--- config.mk ---
export PLATFORM = sky130hd
export DESIGN_NAME = axis_sum_tx_flat
export DESIGN_NICKNAME = d
export VERILOG_FILES = /design/src/rtl/adder_pkg.sv /design/src/rtl/axis_sum_tx_if.sv /design/src/rtl/axis_sum_tx_sync_fifo.sv /design/src/rtl/axis_sum_tx.sv /design/src/flat_wrapper.sv
export SDC_FILE = /design/constraint.sdc
export NUM_CORES = 1
export LEC_CHECK = 0
export CAP_MARGIN = 10
export CORE_ASPECT_RATIO = 1.1
export CORE_MARGIN = 2
export CORE_UTILIZATION = 54
export DETAILED_ROUTE_END_ITERATION = 12
export PLACE_DENSITY = 0.77
export SYNTH_ARGS = -nofsm -noshare
export SYNTH_HDL_FRONTEND = slang
export SYNTH_HIERARCHICAL = 1
export SYNTH_SLANG_ARGS = --single-unit
--- constraint.sdc ---
create_clock -name clk -period 3.63 [get_ports clk]
set_input_delay 0.726 -clock clk [delete_from_list [all_inputs] [get_ports clk]]
set_output_delay 0.726 -clock clk [all_outputs]
set_load 0.01 [all_outputs]
--- src/rtl/adder_pkg.sv ---
// Shared constants for the registered adder feeding axis_sum_tx:
// its pipeline depth and the width of the sum it produces.
package adder_pkg;

  localparam int ADDER_LATENCY = 2;

  function automatic int sum_width(input int width);
    return width + 1;
  endfunction

endpackage

--- src/rtl/axis_sum_tx_if.sv ---
// AXI-Stream bus carrying sums out of axis_sum_tx.
// The tlast wire exists only when AXIS_TLAST_EN is defined.
interface axis_sum_tx_if #(
  parameter int WIDTH = 4
) ();
  import adder_pkg::*;

  localparam int SW = sum_width(WIDTH);

  logic [SW-1:0] tdata;
  logic          tvalid;
  logic          tready;
`ifdef AXIS_TLAST_EN
  logic          tlast;

  modport master (output tdata, output tvalid, input tready, output tlast);
  modport slave  (input tdata, input tvalid, output tready, input tlast);
`else
  modport master (output tdata, output tvalid, input tready);
  modport slave  (input tdata, input tvalid, output tready);
`endif

endinterface

--- src/rtl/axis_sum_tx_sync_fifo.sv ---
// Single-clock FIFO with a registered occupancy count; push and pop may coincide
// at any fill level, including full. Head data reads as zero while empty.
module sync_fifo #(
  parameter  int DW    = 5,
  parameter  int DEPTH = 4,
  localparam int AW    = $clog2(DEPTH),
  localparam int CW    = AW + 1
) (
  input  logic          clk,
  input  logic          reset,
  input  logic          push,
  input  logic [DW-1:0] push_data,
  input  logic          pop,
  output logic [DW-1:0] pop_data,
  output logic          full,
  output logic          empty,
  output logic [CW-1:0] count
);

  logic [DW-1:0] mem_q [DEPTH];
  logic [DW-1:0] mem_d [DEPTH];
  logic [AW-1:0] wr_ptr_q, wr_ptr_d;
  logic [AW-1:0] rd_ptr_q, rd_ptr_d;
  logic [CW-1:0] count_q, count_d;
  logic          do_push, do_pop;

  assign empty    = (count_q == '0);
  assign full     = (count_q == CW'(DEPTH));
  assign count    = count_q;
  assign pop_data = empty ? '0 : mem_q[rd_ptr_q];

  // A push into a full FIFO is only legal when the head leaves in the same cycle.
  always_comb begin
    do_pop   = pop && !empty;
    do_push  = push && (!full || do_pop);
    mem_d    = mem_q;
    wr_ptr_d = wr_ptr_q;
    rd_ptr_d = rd_ptr_q;
    count_d  = count_q;
    if (do_push) begin
      mem_d[wr_ptr_q] = push_data;
      wr_ptr_d        = wr_ptr_q + AW'(1);
    end
    if (do_pop) begin
      rd_ptr_d = rd_ptr_q + AW'(1);
    end
    case ({do_push, do_pop})
      2'b10:   count_d = count_q + CW'(1);
      2'b01:   count_d = count_q - CW'(1);
      default: count_d = count_q;
    endcase
  end

  always_ff @(posedge clk) begin
    if (!reset) begin
      wr_ptr_q <= '0;
      rd_ptr_q <= '0;
      count_q  <= '0;
    end else begin
      wr_ptr_q <= wr_ptr_d;
      rd_ptr_q <= rd_ptr_d;
      count_q  <= count_d;
    end
  end

  always_ff @(posedge clk) begin
    mem_q <= mem_d;
  end

endmodule

--- src/rtl/axis_sum_tx.sv ---
// Credit-controlled bridge from a registered adder to AXI-Stream: sums land in a FIFO
// two cycles after issue. Define AXIS_TLAST_EN to add tlast every PKT_LEN beats.
module axis_sum_tx
  import adder_pkg::*;
#(
  parameter int WIDTH   = 4,
  parameter int DEPTH   = 4,
  parameter int PKT_LEN = 8
) (
  input  logic                        clk,
  input  logic                        reset,
  input  logic                        issue_i,
  output logic                        ready_o,
  input  logic [sum_width(WIDTH)-1:0] data_i,
  axis_sum_tx_if.master               m_axis
);

  localparam int SW = sum_width(WIDTH);
  localparam int CW = $clog2(DEPTH) + 1;
  localparam int IW = $clog2(ADDER_LATENCY + 1);

  if (DEPTH < 2 || (DEPTH & (DEPTH - 1)) != 0) begin : g_bad_depth
    $error("axis_sum_tx: DEPTH must be a power of two and at least 2");
  end
  if (PKT_LEN < 1) begin : g_bad_pkt_len
    $error("axis_sum_tx: PKT_LEN must be at least 1");
  end

  logic [ADDER_LATENCY-1:0] vld_q, vld_d;
  logic [IW-1:0]            inflight_q, inflight_d;
  logic                     accept;
  logic                     fifo_wr;
  logic                     fifo_pop;
  logic                     fifo_full;
  logic                     fifo_empty;
  logic [CW-1:0]            fifo_count;
  logic [SW-1:0]            fifo_head;

  // Credits cover both stored sums and sums still inside the adder, so a write never overflows.
  always_comb begin
    ready_o  = (int'(fifo_count) + int'(inflight_q)) < DEPTH;
    accept   = issue_i && ready_o;
    fifo_pop = !fifo_empty && m_axis.tready;
    fifo_wr  = vld_q[ADDER_LATENCY-1] && (!fifo_full || fifo_pop);
    vld_d    = {vld_q[ADDER_LATENCY-2:0], accept};
    case ({accept, vld_q[ADDER_LATENCY-1]})
      2'b10:   inflight_d = inflight_q + IW'(1);
      2'b01:   inflight_d = inflight_q - IW'(1);
      default: inflight_d = inflight_q;
    endcase
  end

  always_ff @(posedge clk) begin
    if (!reset) begin
      vld_q      <= '0;
      inflight_q <= '0;
    end else begin
      vld_q      <= vld_d;
      inflight_q <= inflight_d;
    end
  end

  sync_fifo #(
    .DW    (SW),
    .DEPTH (DEPTH)
  ) u_fifo (
    .clk       (clk),
    .reset     (reset),
    .push      (fifo_wr),
    .push_data (data_i),
    .pop       (fifo_pop),
    .pop_data  (fifo_head),
    .full      (fifo_full),
    .empty     (fifo_empty),
    .count     (fifo_count)
  );

  assign m_axis.tvalid = !fifo_empty;
  assign m_axis.tdata  = fifo_head;

`ifdef AXIS_TLAST_EN
  localparam int BW = (PKT_LEN > 1) ? $clog2(PKT_LEN) : 1;

  logic [BW-1:0] beat_q, beat_d;

  // Counts completed handshakes only, so stalls never shift packet boundaries.
  always_comb begin
    beat_d = beat_q;
    if (fifo_pop) begin
      beat_d = (beat_q == BW'(PKT_LEN - 1)) ? '0 : beat_q + BW'(1);
    end
  end

  always_ff @(posedge clk) begin
    if (!reset) begin
      beat_q <= '0;
    end else begin
      beat_q <= beat_d;
    end
  end

  assign m_axis.tlast = !fifo_empty && (beat_q == BW'(PKT_LEN - 1));
`endif

endmodule

--- src/flat_wrapper.sv ---
// flat-port wrapper written by rule: the top's interface ports become plain ports
module axis_sum_tx_flat import adder_pkg::*;
#(
  parameter int WIDTH   = 4,
  parameter int DEPTH   = 4,
  parameter int PKT_LEN = 8
)
  (clk, reset, issue_i, ready_o, data_i, m_axis_tdata, m_axis_tvalid, m_axis_tready);
  axis_sum_tx_if #(.WIDTH(WIDTH)) m_axis_i ();
  input  logic clk;
  input  logic reset;
  input  logic issue_i;
  output logic ready_o;
  input  logic [sum_width(WIDTH)-1:0] data_i;
  output wire logic [$bits(m_axis_i.tdata)-1:0] m_axis_tdata;
  output wire logic [$bits(m_axis_i.tvalid)-1:0] m_axis_tvalid;
  input wire logic [$bits(m_axis_i.tready)-1:0] m_axis_tready;
  assign m_axis_tdata = m_axis_i.tdata;
  assign m_axis_tvalid = m_axis_i.tvalid;
  assign m_axis_i.tready = m_axis_tready;
  axis_sum_tx #(.WIDTH(WIDTH), .DEPTH(DEPTH), .PKT_LEN(PKT_LEN)) u_core (.clk(clk), .reset(reset), .issue_i(issue_i), .ready_o(ready_o), .data_i(data_i), .m_axis(m_axis_i));
endmodule
# Yosys cells after proc, flatten, opt, wreduce, memory -nomap -nowiden
# Index checks and enable logic that the tools add are counted.
# word_totals
ff_bits	31
in_bits	9
output_inout_bits	7
word_cells	49
# classes
add_sub_neg	7
n_lt_le_gt_ge	4
n_eq_ne	5
n_mux	9
n_bitwise	2
reduce_logical	13
# ops
op	n
less-than comparator 32 x 4 -> 1 bit, second input constant	1
bitwise mux 20 bit	1
two-way mux 5 bit	4
binary-select mux 5 bit (select 2 bit)	1
demux 5 bit (select 2 bit)	1
adder 2 x 1 -> 2 bit, second input constant	3
greater-or-equal comparator 3 bit, second input constant	2
logical AND 1 bit	6
NOT 2 -> 3 bit	2
case mux 3 bit (2 select lines)	1
adder 3 x 2 -> 4 bit	1
== test 2 x 1 -> 1 bit, second input constant	2
== test 2 bit, second input constant	2
case mux 2 bit (2 select lines)	1
nonzero test 2 bit	2
adder 3 x 1 -> 3 bit, second input constant	1
== test 3 bit, second input constant	1
logical NOT 3 bit	1
less-than comparator 3 x 1 -> 1 bit, second input constant	1
subtractor 3 x 1 -> 3 bit, second input constant	1
logical NOT 1 bit	2
logical OR 1 bit	2
subtractor 2 x 1 -> 2 bit, second input constant	1

# Longest topological paths before layout
# Gate-level depths: netlist of the first run.
# depth
ltp_word	8
depth_mapped	11
ltp_nobuf	11

# Hierarchy
# The synthesis of the first run kept the hierarchy.
# modules_own_cells
module	instances	cells_per_inst	area_per_inst_um2	seq_area_each_um2
sync_fifo	1	82	1198.6	740.7
axis_sum_tx	1	20	193.9	80.1

# Worst setup path before layout of the first run
# No wires, ideal clock.
# synth_path
path_type	flip-flop to flip-flop
from	reg u_core.u_fifo.count_q[0], in the netlist u_core/u_fifo/count[0]
to	reg u_core.u_fifo.count_q[2], in the netlist u_core/u_fifo/count[2]
setup_time_ps	76
arrival_ps	2439
required_time_ps	3554
path_slack_ps	1115
path_stages_with_launch	12
path_buffers	0
period_less_slack_ps	2515
path_cell_list	dfxtp_1 -> nor3_2 -> nor2b_1 -> o21a_1 -> a21boi_2 -> inv_1 -> ha_1 -> inv_1 -> fa_1 -> xor2_1 -> or3_1 -> a21boi_0
# synth_via
elab_chain_len	8
elab_cells_between_ends	16
classes_between	2 x add/sub; 3 x eq/ne; 1 x mux; 10 x reduce/logical
# synth_rtl
item	line_no	rtl
start: declaration	axis_sum_tx_sync_fifo.sv:24	logic [CW-1:0] count_q, count_d;
start signal: assignment	axis_sum_tx_sync_fifo.sv:62	count_q <= count_d;
logical NOT 3 bit (*)	axis_sum_tx_sync_fifo.sv:27	assign empty = (count_q == '0);
via u_core.fifo_empty	axis_sum_tx.sv:35	logic fifo_empty;
logical NOT 1 bit (*)	axis_sum_tx.sv:43	fifo_pop = !fifo_empty && m_axis.tready;
logical AND 1 bit (*)	axis_sum_tx.sv:43	
via u_core.fifo_pop	axis_sum_tx.sv:33	logic fifo_pop;
logical OR 1 bit (*)	axis_sum_tx.sv:44	fifo_wr = vld_q[ADDER_LATENCY-1] && (!fifo_full || fifo_pop);
logical AND 1 bit (*)	axis_sum_tx.sv:44	
via u_core.fifo_wr	axis_sum_tx.sv:32	logic fifo_wr;
logical AND 1 bit (*)	axis_sum_tx_sync_fifo.sv:35	do_push = push && (!full || do_pop);
== test 2 x 1 -> 1 bit or == test 2 bit (tied branches)	axis_sum_tx_sync_fifo.sv:47	case ({do_push, do_pop})
case mux 3 bit (2 select lines) or nonzero test 2 bit (tied branches)	-	
# The timed path passes the listed nets; every way through them passes the cells marked *.
# A chain may end at the register's enable or synchronous reset.

# Worst setup path in the final report of the first run
# layout_path
from	reg u_core.u_fifo.count_q[1], in the netlist u_core/u_fifo/count[1]
to	out ready_o
# layout_via
elab_chain_len	2
# layout_rtl
item	line_no	rtl
adder 3 x 2 -> 4 bit	axis_sum_tx.sv:41	ready_o = (int'(fifo_count) + int'(inflight_q)) < DEPTH;
less-than comparator 32 x 4 -> 1 bit	axis_sum_tx.sv:41	
end: declaration	flat_wrapper.sv:13	output logic ready_o;
# Every way passes these cells.

==> run_results.csv, run 1 <==
group,metric,value,unit
status,status,"completed",
final_layout,final_common_cell,"edfxtp_1",
grt,antenna_found_initial,0,
sta,period_share,77.1,%
route,drc,0,
pwr,power.leakage,0.571,nW
floorplan,num_rows,19,
grt,first_global_vias,797,
place,io_buffer_count,15,
clocking,hold_buffers,0,
clocking,clk_pin_slew,90,ps
min_path,hold_end,"u_core/vld_q[1]$_SDFF_PN0_",
clocking,cts_setup_buffers,0,
min_path,hold-path-cell-count,1,
floorplan,core,2470,µm²
critical_path,critical_path_class,"reg2out",
route,first_pass_iters,4,
final_layout,layout-drive-gt1-share,12.9,%
sta,worst_slew_pin_slew,426,ps
logic_synthesis,ys_ff_latch,31,
critical_path,r2r-start,"u_core/u_fifo/count[0]$_SDFFE_PN0P_",
critical_path,path_max_fanout,5,
route,drt-total-wl,2110,µm
final_layout,final_cell_mix,"20 x edfxtp_1, 15 x clkdlybuf4s50_1, 11 x dfxtp_1, 9 x inv_1",
min_path,hp-class,"reg2reg",
clocking,cts_buffer_depth,2,
place,place_inst,147,
logic_synthesis,postSynthAreaPerCell,13.7,µm²
clocking,cts_tree,"built",
route,ant_nets,0,
sta,period_needed,2800,ps
logic_synthesis,synth_edf_count,20,
grt,grt_first_pass_wirelength,3590,µm
pwr,peakVddDrop,0.000327,V
critical_path,regToRegEndpoint,"u_core/u_fifo/count[2]$_SDFFE_PN0P_",
clocking,cts_buffers,5,
sta,hold_viol,0,
final_layout,syn_to_final_growth,19.0,%
sta,totalNegativeSetupSlack,0,ps
final_layout,antenna_cells,0,
critical_path,cp-start-kind,"flop",
critical_path,required,2900,ps
sta,rsz0062_at_grt,"false",
route,drtIter0Drc,24,
clocking,clk_latency,320,ps
logic_synthesis,synth_top_cell_area_share,43.1,%
clocking,cts.sinks,31,
sta,slew_viol_final,0,
final_layout,stdcell_area,1660,µm²
critical_path,worst_r2r_path_depth,12,
logic_synthesis,synth_top_area_cell,"edfxtp_1",
clocking,cts_root_buffer,"clkbuf_4",
floorplan,die_y,57.3,µm
min_path,min_from,"u_core/vld_q[0]$_SDFF_PN0_",
clocking,h-tree-depth,2,
floorplan,start_util,56.3,%
logic_synthesis,synth_ff_type,"edfxtp_1",
floorplan,die_w,52.4,µm
place,placed_cell_area,1580,µm²
logic_synthesis,synth_cell_type_count,27,
clocking,cts.repair.resized,0,
logic_synthesis,ys_top_cells_by_area,"edfxtp_1 43%, dfxtp_1 16%, mux4_2 8.1%, ha_1 6.3%, and2_1 3.6%",
sta,timing.final.ws_setup,832,ps
logic_synthesis,yosysSeqAreaShare,58.9,%
route,vias_per_cell,5.23,
route,wl_per_cell,13.6,µm
critical_path,rrSetupSlack,1080,ps
final_layout,fin_nets,140,
job,cap_violations,0,
place,pre_cts_ws,597,ps
place,dp_hpwl,1610,µm
logic_synthesis,synth_fp_nets,119,
critical_path,worstPathArrival,2070,ps
sta,setup_viol,0,
route,dr_total_vias,811,
logic_synthesis,syn_inst,102,
sta,fin_worst_skew,4.54,ps
floorplan,die_area,3000,µm²
sta,max_clock_freq,357,MHz
sta,timing.max_slew.rel_slack,71.4,%
grt,grt_max_degree,15,
place,gp_congestion,0.704,
final_layout,final_cells,155,
logic_synthesis,syn-cell-area,1390,µm²
pwr,power.density,421,nW/µm²
floorplan,io_pins,16,
logic_synthesis,ys_warn_count,6,
grt,grt_overflow,0,
logic_synthesis,synthArstFlopShare,0,%
critical_path,cp-end-kind,"output pin",
pwr,power.total,697,µW
grt,track_usage,17.5,%
==> layout make-up <==
cell class | count | area (µm²)
Tap cell | 31 | 38.8
Clock inverter | 3 | 38.8
Sequential cell | 31 | 821
Clock buffer | 5 | 37.5
Multi-Input combinational cell | 60 | 529
Inverter | 9 | 33.8
Fill cell | 185 | 816
Timing Repair Buffer | 16 | 158
==> metrics by stage <==
step	util (%)	hold slack [ps]
detailed placement	63.9	426
finish	67.0	443
global placement	63.9	418
CTS	67.0	451
global route	67.0	458
floorplan	-	412
==> report_power, final <==
group | leakage, nW | internal (mW) | switching [mW]
logic | 0.258 | 0.0319 | 0.0246
registers | 0.270 | 0.383 | 0.00673
clock network | 0.0426 | 0.141 | 0.109
==> how the worst max path moves through the flow <==
stage / startpoint / slack, ps / to / depth (start not counted)
floorplan: u_core/u_fifo/count[0]$_SDFFE_PN0P_ / 1120 / u_core/u_fifo/count[2]$_SDFFE_PN0P_ / 11
global placement: m_axis_tready / 680 / u_core/u_fifo/count[2]$_SDFFE_PN0P_ / 10
detailed placement: m_axis_tready / 600 / u_core/u_fifo/count[2]$_SDFFE_PN0P_ / 10
CTS: u_core/u_fifo/rd_ptr_q[0]$_SDFFE_PN0P_ / 800 / m_axis_tdata[3] / 3
global route: u_core/u_fifo/count[1]$_SDFFE_PN0P_ / 720 / ready_o / 3
finish: u_core/u_fifo/count[1]$_SDFFE_PN0P_ / 830 / ready_o / 3
==> worst max-delay path: stages, from the launching register on <==
cell	delay [ps]
dfxtp_1	440
ha_1	270
a311oi_1	430
clkdlybuf4s50_1	620
==> kinds of logic (layout without fill, tap and decap cells) <==
group	Yosys count	in the layout	synth area share, %
XOR/XNOR	4	4	2.52
AND/OR/NAND/NOR	30	30	12.8
AO/OA/AOI/OAI	11	11	5.39
flip-flops	31	31	58.9
adder cells (fa/ha/maj)	8	8	7.73
multiplexers	7	7	9.52
buffers and inverters	11	33	3.05
==> cells in the mapped netlist (all sizes together), types with 2 or more instances <==
| cell | number |
|---|---|
| edfxtp | 20 |
| dfxtp | 11 |
| inv | 9 |
| and2 | 8 |
| nand2 | 8 |
| ha | 7 |
| nor2b | 6 |
| mux4 | 5 |
| o21ai | 5 |
| a21boi | 4 |
| or3 | 3 |
| xnor2 | 3 |
| mux2i | 2 |
==> layer usage <==
metal  vias up  wire length [µm]  track usage, %
li1        402                 -               -
met1       389               902            21.1
met4         0                38            8.79
met2        15              1080            27.0
met3         5                84            7.07
met5         -                 0               0
==> registers in the layout (all words and copies together), names as in the netlist <==
name and cells:
u_core/inflight_q 2, u_core/u_fifo/rd_ptr_q 2, u_core/vld_q 2, u_core/u_fifo/mem_q 20
u_core/u_fifo/wr_ptr_q 2, u_core/u_fifo/count 3
(Power assumes the default switching activity.)
==> inputs of run 2 (changes only) <==
- clock period: 3.63 -> 2.7 ns (I/O delays scaled with it)
==> run_results.csv, run 2 (synthesized netlist as in run 1, its figures left out) <==
group,metric,value,unit
place,placed_cell_area,1600,µm²
clocking,clk_pin_slew,90,ps
sta,timing.max_slew.rel_slack,79.7,%
sta,rsz0062_at_grt,"false",
clocking,h-tree-depth,2,
grt,grt_first_pass_wirelength,3850,µm
pwr,peakVddDrop,0.000495,V
critical_path,critical_path_class,"reg2out",
grt,antenna_found_initial,0,
place,gp_congestion,0.718,
sta,hold_viol,0,
min_path,hold_end,"u_core/vld_q[1]$_SDFF_PN0_",
critical_path,regToRegEndpoint,"u_core/u_fifo/count[2]$_SDFFE_PN0P_",
place,pre_cts_ws,-97.5,ps
final_layout,antenna_cells,0,
grt,track_usage,18.8,%
route,drc,0,
final_layout,stdcell_area,1670,µm²
route,drtIter0Drc,15,
status,status,"completed",
final_layout,fin_util,67.7,%
route,first_pass_iters,4,
job,cap_violations,0,
place,dp_hpwl,1660,µm
grt,first_global_vias,872,
clocking,cts_buffers,5,
final_layout,syn_to_final_growth,20.1,%
final_layout,final_common_cell,"edfxtp_1",
critical_path,r2r-start,"u_core/u_fifo/count[2]$_SDFFE_PN0P_",
clocking,cts.sinks,31,
sta,period_needed,2500,ps
pwr,power.total,869,µW
clocking,cts_setup_buffers,0,
floorplan,die_w,52.4,µm
final_layout,layout-drive-gt1-share,16.5,%
route,wl_per_cell,13.6,µm
sta,setup_viol,0,
clocking,cts_tree,"built",
sta,timing.final.ws_setup,198,ps
floorplan,num_rows,19,
min_path,hold-path-cell-count,1,
final_layout,final_cell_mix,"20 x edfxtp_1, 15 x clkdlybuf4s50_1, 10 x dfxtp_1, 9 x inv_1",
route,drt-total-wl,2160,µm
route,ant_nets,0,
critical_path,cp-end-kind,"output pin",
pwr,power.density,520,nW/µm²
route,dr_total_vias,828,
floorplan,start_util,56.3,%
route,vias_per_cell,5.24,
grt,use_met2,30.2,%
grt,met3_usage,6.28,%
floorplan,die_y,57.3,µm
critical_path,rrSetupSlack,290,ps
grt,grt-busiest-layer,"met2",
grt,grt_max_degree,15,
sta,worst_slew_pin_slew,304,ps
clocking,cts_root_buffer,"clkbuf_4",
min_path,hp-class,"reg2reg",
critical_path,cp-start-kind,"flop",
final_layout,regMostFlops,"u_core/u_fifo/mem_q",
pwr,power.leakage,0.578,nW
floorplan,core,2470,µm²
final_layout,fin_nets,143,
grt,grt_overflow,0,
min_path,min_from,"u_core/vld_q[0]$_SDFF_PN0_",
sta,fin_worst_skew,3.77,ps
clocking,cts_buffer_depth,2,
grt,grt_use_met1,22.3,%
final_layout,largest_reg_flops,20,
critical_path,required,2160,ps
critical_path,path_max_fanout,5,
critical_path,worst_r2r_path_depth,11,
sta,slew_viol_final,0,
clocking,clk_latency,320,ps
critical_path,worstPathArrival,1960,ps
floorplan,die_area,3000,µm²
sta,max_clock_freq,400,MHz
floorplan,io_pins,16,
place,io_buffer_count,15,
sta,period_share,92.7,%
[run 2: changes by cell type in the layout (fill, tap and decap cells not counted), sizes merged]
cell      previous run  this run
bufinv               1         0
buf                  1         4
clkbuf               5         6
clkinv               2         1
clkinvlp             0         1
[run 2: layout make-up]
class,instances,area [µm²]
Inverter,9,33.8
Sequential cell,31,822
Clock inverter,2,11.3
Tap cell,31,38.8
Multi-Input combinational cell,60,536
Clock buffer,6,51.3
Fill cell,191,800
Timing Repair Buffer,19,180
[run 2: timing repair]
item	CTS	global route
hold buffers	0	0
resized for setup	0	2
setup endpoints to repair	0	6
[run 2: per-layer routing]
| layer | routed length [µm] | part of all wire (%) |
|---|---|---|
| met1 | 910 | 42 |
| met2 | 1090 | 51 |
| met3 | 100 | 4.6 |
| met4 | 53 | 2.5 |
| met5 | 0 | 0 |
[run 2: critical path, cell delays in order (launching register included)]
cell and delay (ps):
dfxtp_1 440, ha_1 280, a311oi_2 330, clkdlybuf4s50_1 600
[run 2: where the power goes]
part,switching (mW),internal (mW)
combinational,0.0343,0.0453
clock,0.141,0.124
sequential,0.00984,0.515
[run 2: through the flow]
| stage | TNS [ps] | hold WS, ps | std cells |
|---|---|---|---|
| after floorplan | 0 | 412 | 102 |
| after global placement | 0 | 415 | 150 |
| after detailed placement | -97.5 | 424 | 150 |
| after CTS | 0 | 445 | 158 |
| after global routing | 0 | 476 | 158 |
| final | 0 | 447 | 158 |
[run 2: worst max path at each step]
stage | startpoint | to | slack (ps) | cells past startpoint
after floorplan | u_core/u_fifo/count[0]$_SDFFE_PN0P_ | u_core/u_fifo/count[2]$_SDFFE_PN0P_ | 190 | 11
after global placement | m_axis_tready | u_core/u_fifo/count[2]$_SDFFE_PN0P_ | 10 | 11
after detailed placement | m_axis_tready | u_core/u_fifo/count[2]$_SDFFE_PN0P_ | -100 | 10
after CTS | u_core/u_fifo/count[1]$_SDFFE_PN0P_ | ready_o | 20 | 3
after global routing | m_axis_tready | u_core/u_fifo/count[2]$_SDFFE_PN0P_ | 30 | 10
final | u_core/u_fifo/count[1]$_SDFFE_PN0P_ | ready_o | 200 | 3
==> inputs of run 3 (changes only) <==
- ABC_CLOCK_PERIOD_IN_PS: unset -> 2700
- SLEW_MARGIN: unset -> 25
==> results of run 3 <==
Final layout, timing and power as in run 2 (identical DEF).
